File: src/rtl/crypto_job_sequencer_pkg.sv
// rtl/crypto_job_sequencer_pkg.sv - stage indices, FSM encodings and result-entry layout for the X25519 job sequencer
package crypto_job_sequencer_pkg;

   localparam int STG_KEY  = 0;
   localparam int STG_MONT = 1;
   localparam int STG_INV  = 2;
   localparam int STG_MUL  = 3;
   localparam int STG_MOD  = 4;
   localparam int NUM_CRYPTO_STAGES = STG_MOD + 1;

   localparam logic [1:0] ST_IDLE   = 2'd0;
   localparam logic [1:0] ST_LAUNCH = 2'd1;
   localparam logic [1:0] ST_WAIT   = 2'd2;
   localparam logic [1:0] ST_PUSH   = 2'd3;

   // Result entry is {error, tag, data} with data in the low bits.
   localparam int FLD_DATA_LSB = 0;

   function automatic int fld_tag_lsb(input int data_w);
      return data_w;
   endfunction

   function automatic int fld_err_bit(input int data_w, input int tag_w);
      return data_w + tag_w;
   endfunction

endpackage

File: src/rtl/crypto_res_fifo.sv
// rtl/crypto_res_fifo.sv - first-word-fall-through result FIFO with registered storage and level output
module crypto_res_fifo #(
   parameter int WIDTH = 8,
   parameter int DEPTH = 4
) (
   input  logic                     crypto_clk,
   input  logic                     crypto_reset,
   input  logic                     wr_en,
   input  logic [WIDTH-1:0]         wr_data,
   input  logic                     rd_en,
   output logic                     rd_valid,
   output logic [WIDTH-1:0]         rd_data,
   output logic [$clog2(DEPTH):0]   level
);

   localparam int PTR_W = $clog2(DEPTH);
   localparam int LVL_W = PTR_W + 1;

   logic [WIDTH-1:0] mem_q [DEPTH];
   logic [PTR_W-1:0] wr_ptr_q;
   logic [PTR_W-1:0] rd_ptr_q;
   logic [LVL_W-1:0] level_q;

   always_ff @(posedge crypto_clk) begin
      if (wr_en) begin
         mem_q[wr_ptr_q] <= wr_data;
      end
   end

   // Depth is a power of two, so pointer overflow is the modulo wrap.
   always_ff @(posedge crypto_clk) begin
      if (crypto_reset) begin
         wr_ptr_q <= '0;
         rd_ptr_q <= '0;
         level_q  <= '0;
      end else begin
         if (wr_en) begin
            wr_ptr_q <= wr_ptr_q + PTR_W'(1);
         end
         if (rd_en) begin
            rd_ptr_q <= rd_ptr_q + PTR_W'(1);
         end
         case ({wr_en, rd_en})
            2'b10:   level_q <= level_q + LVL_W'(1);
            2'b01:   level_q <= level_q - LVL_W'(1);
            default: level_q <= level_q;
         endcase
      end
   end

   assign rd_valid = (level_q != '0);
   assign rd_data  = rd_valid ? mem_q[rd_ptr_q] : '0;
   assign level    = level_q;

   assert property (@(posedge crypto_clk) disable iff (crypto_reset)
      !(wr_en && (level_q == LVL_W'(DEPTH))));
   assert property (@(posedge crypto_clk) disable iff (crypto_reset)
      !(rd_en && (level_q == '0)));

endmodule

File: src/rtl/crypto_job_sequencer.sv
// rtl/crypto_job_sequencer.sv - sequences the X25519 stages per job with skip masks and a watchdog, queues tagged results
module crypto_job_sequencer
   import crypto_job_sequencer_pkg::*;
#(
   parameter int NUM_STAGES  = NUM_CRYPTO_STAGES,
   parameter int DATA_W      = 255,
   parameter int TAG_W       = 4,
   parameter int FIFO_DEPTH  = 4,
   parameter int TIMEOUT_CYC = 1048575
) (
   input  logic                          crypto_clk,
   input  logic                          crypto_reset,
   input  logic                          req_valid,
   output logic                          req_ready,
   input  logic [NUM_STAGES-1:0]         req_skip,
   input  logic [TAG_W-1:0]              req_tag,
   output logic [NUM_STAGES-1:0]         stage_start,
   input  logic [NUM_STAGES-1:0]         stage_done,
   input  logic [DATA_W-1:0]             final_data,
   output logic                          res_valid,
   input  logic                          res_ready,
   output logic [DATA_W-1:0]             res_data,
   output logic [TAG_W-1:0]              res_tag,
   output logic                          res_error,
   output logic                          busy,
   output logic [$clog2(FIFO_DEPTH):0]   fifo_level
);

   localparam int IDX_W   = (NUM_STAGES > 1) ? $clog2(NUM_STAGES) : 1;
   localparam int CNT_W   = $clog2(TIMEOUT_CYC + 1);
   localparam int LVL_W   = $clog2(FIFO_DEPTH) + 1;
   localparam int TAG_LSB = fld_tag_lsb(DATA_W);
   localparam int ERR_BIT = fld_err_bit(DATA_W, TAG_W);
   localparam int ENT_W   = ERR_BIT + 1;
   localparam logic [CNT_W-1:0] CNT_MAX  = CNT_W'(TIMEOUT_CYC);
   localparam logic [CNT_W-1:0] CNT_LAST = CNT_W'(TIMEOUT_CYC - 1);

   logic [1:0]            state_q;
   logic [IDX_W-1:0]      idx_q;
   logic [NUM_STAGES-1:0] skip_q;
   logic [TAG_W-1:0]      tag_q;
   logic                  err_q;
   logic [DATA_W-1:0]     data_q;
   logic [CNT_W-1:0]      cnt_q;

   logic                  accept;
   logic                  first_found;
   logic [IDX_W-1:0]      first_idx;
   logic                  next_found;
   logic [IDX_W-1:0]      next_idx;
   logic                  fifo_wr;
   logic                  fifo_rd;
   logic [ENT_W-1:0]      wr_entry;
   logic [ENT_W-1:0]      rd_entry;

   // Lowest unskipped stage of a new request, and lowest unskipped stage above the current one.
   always_comb begin
      first_found = 1'b0;
      first_idx   = '0;
      next_found  = 1'b0;
      next_idx    = '0;
      for (int i = NUM_STAGES - 1; i >= 0; i--) begin
         if (!req_skip[i]) begin
            first_found = 1'b1;
            first_idx   = IDX_W'(i);
         end
         if (!skip_q[i] && (IDX_W'(i) > idx_q)) begin
            next_found = 1'b1;
            next_idx   = IDX_W'(i);
         end
      end
   end

   assign req_ready = !crypto_reset && (state_q == ST_IDLE) && (fifo_level < LVL_W'(FIFO_DEPTH));
   assign accept    = req_valid && req_ready;
   assign busy      = (state_q != ST_IDLE);

   always_ff @(posedge crypto_clk) begin
      if (crypto_reset) begin
         state_q <= ST_IDLE;
         idx_q   <= '0;
         skip_q  <= '0;
         tag_q   <= '0;
         err_q   <= 1'b0;
         data_q  <= '0;
         cnt_q   <= '0;
      end else begin
         case (state_q)
            ST_IDLE: begin
               if (accept) begin
                  skip_q <= req_skip;
                  tag_q  <= req_tag;
                  data_q <= '0;
                  idx_q  <= first_idx;
                  if (first_found) begin
                     err_q   <= 1'b0;
                     state_q <= ST_LAUNCH;
                  end else begin
                     err_q   <= 1'b1;
                     state_q <= ST_PUSH;
                  end
               end
            end
            ST_LAUNCH: begin
               cnt_q   <= '0;
               state_q <= ST_WAIT;
            end
            ST_WAIT: begin
               // A done in the same cycle the watchdog expires still counts as success.
               if (stage_done[idx_q]) begin
                  if (next_found) begin
                     idx_q   <= next_idx;
                     state_q <= ST_LAUNCH;
                  end else begin
                     data_q  <= final_data;
                     err_q   <= 1'b0;
                     state_q <= ST_PUSH;
                  end
               end else if (cnt_q == CNT_LAST) begin
                  data_q  <= '0;
                  err_q   <= 1'b1;
                  state_q <= ST_PUSH;
               end else if (cnt_q != CNT_MAX) begin
                  cnt_q <= cnt_q + CNT_W'(1);
               end
            end
            ST_PUSH: begin
               state_q <= ST_IDLE;
            end
            default: begin
               state_q <= ST_IDLE;
            end
         endcase
      end
   end

   always_comb begin
      stage_start = '0;
      if (state_q == ST_LAUNCH) begin
         stage_start[idx_q] = 1'b1;
      end
   end

   assign fifo_wr = (state_q == ST_PUSH);
   assign fifo_rd = res_valid && res_ready;

   assign wr_entry[FLD_DATA_LSB +: DATA_W] = data_q;
   assign wr_entry[TAG_LSB +: TAG_W]       = tag_q;
   assign wr_entry[ERR_BIT]                = err_q;

   crypto_res_fifo #(
      .WIDTH (ENT_W),
      .DEPTH (FIFO_DEPTH)
   ) u_res_fifo (
      .crypto_clk   (crypto_clk),
      .crypto_reset (crypto_reset),
      .wr_en        (fifo_wr),
      .wr_data      (wr_entry),
      .rd_en        (fifo_rd),
      .rd_valid     (res_valid),
      .rd_data      (rd_entry),
      .level        (fifo_level)
   );

   assign res_data  = rd_entry[FLD_DATA_LSB +: DATA_W];
   assign res_tag   = rd_entry[TAG_LSB +: TAG_W];
   assign res_error = rd_entry[ERR_BIT];

endmodule

File: config.mk
export PLATFORM = sky130hd
export DESIGN_NAME = crypto_job_sequencer
export DESIGN_NICKNAME = d
export VERILOG_FILES = /design/src/rtl/crypto_job_sequencer_pkg.sv /design/src/rtl/crypto_res_fifo.sv /design/src/rtl/crypto_job_sequencer.sv
export SDC_FILE = /design/constraint.sdc
export NUM_CORES = 1
export LEC_CHECK = 0
export ABC_AREA = 0
export BUFFER_PORTS_ARGS = -buffer_cell sky130_fd_sc_hd__buf_2
export CAP_MARGIN = 10
export CORE_ASPECT_RATIO = 1.1
export CORE_UTILIZATION = 40
export DETAILED_ROUTE_END_ITERATION = 6
export GPL_ROUTABILITY_DRIVEN = 0
export HOLD_SLACK_MARGIN = 0.03
export PLACE_DENSITY_LB_ADDON = 0.1
export SETUP_SLACK_MARGIN = 0.02
export SLEW_MARGIN = 10
export SYNTH_ARGS = -nofsm -noshare
export SYNTH_HDL_FRONTEND = slang
export SYNTH_SLANG_ARGS = --single-unit
File: constraint.sdc
create_clock -name crypto_clk -period 10.7 [get_ports crypto_clk]
set_clock_uncertainty 0.15 [all_clocks]
set_input_delay 0.535 -clock crypto_clk [delete_from_list [all_inputs] [get_ports crypto_clk]]
set_output_delay 0.535 -clock crypto_clk [all_outputs]
set_load 0.01 [all_outputs]
### Word-level counts from Yosys, hierarchy flattened

Memories as Yosys holds them, arrays and structs flattened. A register that Yosys moved wholly into a read port is not among the register bits.
Cells that the tools add are included.

| storage, ports and cells | value |
|---|---|
| register bits after elaboration | 297 |
| RAM bits | 1,040 |
| output and inout port bits | 271 |
| memories kept | 1 |

| cells by class | value |
|---|---|
| $add $sub $neg | 5 |
| order comparisons | 8 |
| equality and inequality tests | 15 |
| muxes and demuxes | 56 |
| reductions and logical operators | 27 |

Memory list:

| memory | depth | width | read ports | clocked after memory_dff | write ports | RTL line | source |
|---|---|---|---|---|---|---|---|
| u_res_fifo.mem_q | 4 | 260 | 1 | 1 | 1 | crypto_res_fifo.sv:19 | `logic [WIDTH-1:0] mem_q [DEPTH];` |

Operators by type and width:

| kind | count |
|---|---|
| $mux 255 | 4 |
| $pmux 255 s2 | 1 |
| $mux 260 | 1 |
| $mux 20 | 3 |
| $pmux 20 s2 | 1 |
| $mux 3 | 13 |
| $add 20x1->20 const B | 1 |
| $eq 20x20->1 const B | 1 |
| $ne 20x20->1 const B | 1 |
| $mux 1 | 19 |
| $mux 2 | 7 |
| $ne 2x2->1 const B | 6 |
| $pmux 3 s2 | 2 |
| $reduce_and 4->1 | 3 |
| $logic_and 1x1->1 | 10 |
| $pmux 2 s4 | 1 |
| $reduce_bool 2->1 | 4 |
| $eq 2x2->1 const B | 3 |
| $gt 1x3->1 const A | 2 |
| $gt 2x3->1 const A | 2 |
| $logic_not 1->1 | 6 |
| $ne 3x3->1 const B | 2 |
| $mux 5 | 1 |
| $add 2x1->2 const B | 2 |
| other kinds (13) | 15 |

### Longest topological paths before layout

Gate-level depths: netlist of the first run.

| depth | value |
|---|---|
| depth after elaboration | 10 |
| gate-level depth with buffers | 11 |
| gate-level depth less buffers | 8 |

### Cells and area by module

Synthesis of the first run repeated with hierarchy kept, for this count alone.

| unflattened totals | value |
|---|---|
| cells, all modules | 2,800 |
| area total of the unflattened synthesis | 51,202.9 sq um |

By module, submodules not included:

| module | times used | cells each | area an instance (sq um) | seq. area each (sq um) |
|---|---|---|---|---|
| crypto_res_fifo | 1 | 1,693 | 39,675.6 | 31,410.1 |
| crypto_job_sequencer | 1 | 1,107 | 11,527.3 | 5,785.5 |

### Least setup slack after synthesis of the first run

No wires, ideal clock.

| timing path | value |
|---|---|
| path type | reg-to-reg |
| start | register state_q[0] |
| end | memory u_res_fifo.mem_q[0][0] in the netlist's numbering, enable pin |
| library setup time | 656 ps |
| data arrival time | 6,702 ps |
| path slack | 3,192 ps |
| stages on the path, launching flop included | 3 |
| buffers on the path | 1 |
| path through | dfxtp_1 > clkbuf_1 > and3_1 |

| on the way | value |
|---|---|
| word-level cells in the longest chain between the ends | 3 |

Ends and longest elaborated chain:

| what | RTL line | source |
|---|---|---|
| start, declared | crypto_job_sequencer.sv:38 | `logic [1:0] state_q;` |
| start signal, assigned | crypto_job_sequencer.sv:80 | `state_q <= ST_IDLE;` |
| start signal, assigned | crypto_job_sequencer.sv:97 | `state_q <= ST_LAUNCH;` |
| start signal, assigned | crypto_job_sequencer.sv:100 | `state_q <= ST_PUSH;` |
| $eq 2x2->1 | crypto_job_sequencer.sv:144 | `assign fifo_wr = (state_q == ST_PUSH);` |
| $mux 1 | crypto_res_fifo.sv:25 | `if (wr_en) begin` |
| $mux 1 (implied by the code) | crypto_res_fifo.sv:26 | `mem_q[wr_ptr_q] <= wr_data;` |
| end, declared | crypto_res_fifo.sv:19 |  |

Every way passes these cells.

==> results.md, run 1 <==
* Via count at ~29000
* Antenna-violating nets left at 0
* Synth area leader: edfxtp_1
* Worst Path Required at approximately 10000 ps
* Slew margin rel. at 0.182
* Total power at 10700 uW
* Initial antenna violation count at 14
* Root Driver: clkbuf_16
* Avg WL per Cell at 22.8 um
* Critical R2R Launch: state_q[0]
* Detailed-router iteration count before antenna repair at 5
* Drt via density at 5.21
* Horiz. Die Dim at around 340 um
* Chip height at roughly 380 um
* Worst reg-to-reg path cell count at 8
* Syn Nets at around 3300
* Hold WS at between 150 and 200 ps
* Power Dens Cells at 170 mW/mm2
* Gr ovfl total at 0
* Clock sink count at around 1300
* Largest net degree at the start of global routing at between 200 and 250
* Clk pin slew, worst setup/hold paths at around 60 ps
* Post-synth EDFFs at 1040
* Routed WL at between 100 and 150 mm
* Final period demand of the worst path at 4250 ps
* Status: finished clean
* Syn Area/Cell at around 17 um2
* All-Layer GR Usage at 0.198
* Most frequent cell after synthesis: edfxtp_1
* Fmax at 235 MHz
* Static leakage at approximately 0.022 uW
* CTS tree: done
* Iteration-0 DRC Markers at roughly 1800
* #FFs+latches synth at 1338
* Synth Cell Area at 0.0512 mm2
* Synth Warn # at 0
* Hold depth at 4
* Yosys top cell area share at 0.610
* Crit share post-route at 0.397
* Synth cell types at 50
* Area growth, synth to finish at 22.6%
* Nets at a little over 4000
* Die area at 0.129 mm2
* Drc violations at 0
* Crit Path Max Fanout at 42
* Count of pins over their slew limit at 0
* Worst vdd ir at 0.121 mV
* RSZ-0062 raised after global routing: false
* CTS HTree Levels at 4
* Setup WS post-layout at approximately 6500 ps
* Layout cell share with drive strength beyond 1 at 0.268
* Post-CTS Resized at 0
* Mapped Cells at around 3100
* Sequential share of the synthesized area at 0.726
* Core Area at about 0.13 mm2
* Boundary Pins at 544
* Reg-to-reg critical path endpoint: data_q[56]
* Hold Crit Class: input pin to flip-flop
* Initial Util at 0.404
* Global-route wire length before repair at 193 mm
* Share of synthesized registers carrying an async set or reset at 0
* CP endpoint kind: primary output
* Filler instances at between 10000 and 15000
* Max-cap violation count at 0
* WP data arrival at about 3600 ps
* Post-DP HPWL at around 70 mm
* Setup repair bufs after CTS at 0
* Commonest cells in the netlist: edfxtp_1, dfxtp_1, and2_1, nand3_1, mux4_2
* Clock latency on the worst-skew pair at roughly 770 ps
* Final setup vio count at 0
* Element type at the critical path start: flip-flop
* Pre-CTS setup slack at around 6700 ps
* Worst Hold Launch: res_ready
* Hold Path End: u_res_fifo.rd_ptr_q[0]
* # rows at 137
* I/O Buffers at 543
* Num CTS Buffers at between 100 and 150
* CTS Buffer Depth at 3
* Hold Fails Final Rpt at 0
* Ys flop type: edfxtp_1
* Worst Path Class, Setup: flip-flop to primary output
* Final TNS setup at 0 ps
* Vias in the first global route at approximately 31000
* R2R Setup Slk at 6500 ps
* Top cells by area, synth: edfxtp_1, dfxtp_1, mux4_2
* Worst-margin pin slew at ~1200 ps
repair_timing:
action                                  in CTS  in global routing
hold buffers                               266                  0
endpoints found under the setup margin       0                  0
hold endpoints to repair                   269                  0
where the power goes:
group          switching (uW)  internal (uW)
combinational             150            137
sequential               8.81           5530
clock                    2000           2850
sequential cells by signal, summed over array words and instances, names as in the netlist, named ones only:
signal / cells
u_res_fifo.mem_q: 1040
data_q: 255
cnt_q: 20
skip_q: 4
tag_q: 4
idx_q: 3
u_res_fifo.level: 3
state_q: 2
u_res_fifo.rd_ptr_q: 2
u_res_fifo.wr_ptr_q: 2
err_q: 1
cell usage in the layout (no fill, tap or decap), drive strengths merged, types with 3 or more instances in the layout:
cell type       n
dfxtp         298
diode          12
inv            21
mux2i          13
xor2            4
nand2          24
a211oi          4
clkinv         38
buf           574
edfxtp       1040
and3            9
dlygate4sd3   266
or4b            3
nand4           6
a21oi          25
or3            14
o21ai         272
and2          264
nor4            3
ha              7
bufinv          6
nand2b        259
clkbuf        212
o41ai           3
nor2           32
mux4          260
nand3         264
nor3           10
layout make-up:
cell class              instances  area (um2)  share of cell area
diodes                         12        30.0            0.000478
clock buffers                 211        4160              0.0663
clock inverters                53         492             0.00783
inverters                      13        48.8            0.000777
multi-input cells            1500       13000               0.207
flip-flops and latches       1338       37200               0.592
well taps                    1668        2090              0.0332
repair buffers                841        5770              0.0918
critical path: stages, from the launching register on:
cell,delay (ps)
dfxtp_4,950
buf_4,830
mux4_2,610
and2_1,170
buf_2,140
through the flow:
step	std cells	util	area, um2
CTS	5624	0.495	62800
detailed placement	5094	0.437	55500
global placement	5094	0.437	55500
floorplan	3064	-	51200
finish	5636	0.495	62800
global route	5626	0.495	62800
layer usage:
layer / share of wire / vias up / track usage / wire (um)
met4: 0.020 / 12 / 0.0579 / 2610
met3: 0.057 / 189 / 0.0446 / 7310
met1: 0.43 / 15163 / 0.259 / 55200
met2: 0.49 / 722 / 0.330 / 63100
met5: 0.00060 / - / 0 / 77
li1: - / 13276 / - / -
how the worst max path moves through the flow:
stage | startpoint | end | slack (ps) | cells past startpoint
2_1_floorplan | state_q[0] | u_res_fifo.mem_q[0][0] | 3190 | 2
3_3_place_gp | crypto_reset | data_q[188] | 6720 | 8
3_5_place_dp | crypto_reset | data_q[192] | 6720 | 8
4_1_cts | flip-flop | res_data[100] | 6200 | 4
5_1_grt | flip-flop | res_error | 6110 | 4
6_report | flip-flop | res_data[29] | 6450 | 4
cells by family (layout without fill, tap and decap cells):
kind of cell	Yosys count	count (layout)	synth area share
buffers and inverters	226	1118	0.0200
and+or+nand+nor	896	896	0.101
muxes	274	274	0.117
adders and majority gates	8	8	0.00210
xor gates and xnor gates	6	6	0.00103
DFF	1338	1338	0.726
AOI/OAI and AO/OA	316	316	0.0326
other	0	12	0
Power figures use the tool's default switching activity.
==> run 2: changes to the inputs <==
clock period = 3.52 ns   (was 10.7 ns; I/O delays follow)
==> results.md, run 2 (synthesis gave the netlist of run 1 again) <==
* Layout cell share with drive strength beyond 1 at 0.262 (-0.00605)
* CP endpoint kind: flip-flop
* Horiz. Die Dim at 343 um (unchanged)
* Top Registers: u_res_fifo.mem_q x1040, data_q x255, cnt_q x20
* Most frequent cells in the layout: edfxtp_1, buf_2, dlygate4sd3_1
* # rows at 137 (unchanged)
* Biggest register: u_res_fifo.mem_q
* Hold Fails Final Rpt at 0 (unchanged)
* CP Buf/Inv Count at 2 (unchanged)
* Initial antenna violation count at 17 (+3)
* Final instance area at 0.0656 mm2 (+4.5%)
* Status: finished clean
* Root Driver: clkbuf_16
* Element type at the critical path start: flip-flop
* Worst path top cell family by delay: simple AND/OR/NAND/NOR gates
* Final setup vio count at 0 (unchanged)
* Worst vdd ir at 0.384 mV (+220%)
* Area growth, synth to finish at 28.2%
* Global-route wire length before repair at 195 mm (+1.3%)
* Setup WS post-layout at 300 ps (-6150 ps)
* Boundary Pins at 544 (unchanged)
* Clock latency on the worst-skew pair at 750 ps (-20 ps)
* Drt via density at 5.16 (-0.94%)
* Count of pins over their slew limit at 0 (unchanged)
* Clk pin slew, worst setup/hold paths at 60 ps (about the same)
* Worst Path Class, Setup: flip-flop to flip-flop
* Clock sink count at 1338 (unchanged)
* CP max-delay cell: dlygate4sd3_1
* Total power at 32600 uW (+210%)
* Static leakage at 0.0231 uW (+5.6%)
* Commonest non-fill, non-tap cell in the layout: edfxtp_1
* Largest net degree at the start of global routing at 186 (-9.3%)
* WP data arrival at 3700 ps (+140 ps)
* Drc violations at 0 (unchanged)
* Nets at 4374 (+6.2%)
* Chip height at 377 um (unchanged)
* Routed WL at 130 mm (+1.4%)
* Slew margin rel. at 0.245 (+0.0623)
* RSZ-0062 raised after global routing: false
* Hold Crit Class: input pin to flip-flop
* Filler instances at 10647 (-2.1%)
* CTS tree: done
* Iteration-0 DRC Markers at 1837 (+4.4%)
* All-Layer GR Usage at 0.201 (+0.00305)
* Dpl cell area at 0.0563 mm2 (+1.5%)
* I/O Buffers at 543 (unchanged)
* Final period demand of the worst path at between 3000 and 4000 ps
* Avg WL per Cell at 22.1 um (-2.9%)
* CTS HTree Levels at 4 (unchanged)
* Largest register FFs at 1040 (unchanged)
* Via count at 30372 (+3.4%)
* Layout Utilization at 0.518 (+0.0224)
* Worst stage delay on the critical path at 600 ps (-350 ps)
* Worst-margin pin slew at 1130 ps (-93.5 ps)
* Worst Path Required at 4000 ps (-6020 ps)
* Hold Buf Count CTS at 475 (+79%)
* Post-DP HPWL at 75.8 mm (+7.9%)
* Post-CTS Resized at 0 (unchanged)
* Max-cap violation count at 0 (unchanged)
* Power Dens Cells at 496 mW/mm2 (+190%)
* Num CTS Buffers at 141 (-2.1%)
* Detailed-router iteration count before antenna repair at 5 (unchanged)
* FF+latch area at 0.0372 mm2 (unchanged)
* CTS Buffer Depth at 3 (unchanged)
* Multi-input combinational cell area at 0.0130 mm2 (unchanged)
* Antenna-violating nets left at 0 (unchanged)
* Core Area at 0.127 mm2 (unchanged)
* Gr ovfl total at 0 (unchanged)
* Hold WS at 98.1 ps (-67.5 ps)
* Fmax at between 300 and 400 MHz
* Pre-CTS setup slack at 506 ps (-6210 ps)
* Vias in the first global route at 32048 (+2.0%)
* Crit share post-route at 0.915
* Setup repair bufs after CTS at 0 (unchanged)
* Critical-path cell list: nor2_1, nand3_1, nand2_1, o311a_1, dlygate4sd3_1, nor3_1, dlygate4sd3_1
* Crit Path Max Fanout at 14 (-67%)
* Initial Util at 0.404 (unchanged)
* Most frequent CP cell: dlygate4sd3_1
* Die area at 0.129 mm2 (unchanged)
-- run 2: cell count changes in the layout (fill, tap and decap cells not counted), moves of 2 or more --
cell and delta:
clkbuf_1 +4, clkbuf_16 -2, bufinv_16 +3, diode_2 -3, buf_4 +14, dlygate4sd3_1 +209
buf_12 +35, clkinv_2 -2, inv_6 -6, clkinv_1 -3, clkbuf_8 -2
-- run 2: layout make-up --
class | count | share of cell area
tap | 1668 | 0.0318
clock inverter | 47 | 0.00774
timing repair buffer | 1099 | 0.132
clock buffer | 211 | 0.0624
inverter | 13 | 0.000743
sequential | 1338 | 0.567
multi-input combinational | 1500 | 0.198
antenna | 9 | 0.000343
-- run 2: worst register-to-register path: cells and delay by family (launching register included) --
kind	cells	cell delay, ps
compound gates	1	190
flops	1	450
simple gates	4	1180
buf+inv	2	1150
-- run 2: stage by stage --
stage                     TNS (ps)  std cells
after detailed placement         0       5143
final                            0       5885
after global placement           0       5143
after floorplan            -971060       3064
after global routing             0       5878
after CTS                        0       5876
-- run 2: final timing paths --
path	start	end	slack (ps)	cells past startpoint
hold reg to reg	data_q[110]	u_res_fifo.mem_q[2][110]	340	0
setup reg to reg	state_q[0]	idx_q[2]	300	7
setup / recovery	state_q[0]	idx_q[2]	300	7
hold / removal	final_data[206]	data_q[206]	100	4
-- run 2: per-layer routing --
layer,up-vias,track usage,share of wire
li1,13776,-,-
met1,15460,0.258,0.42
met2,880,0.336,0.49
met3,234,0.0432,0.062
met4,22,0.0740,0.033
met5,-,0,0.0011
-- run 2: power breakdown --
part | total (uW) | switching, uW | internal, uW | leakage [uW]
sequential | 16800 | 26.9 | 16800 | 0.0120
clock | 14700 | 5950 | 8720 | 0.00225
combinational | 1080 | 481 | 595 | 0.00878
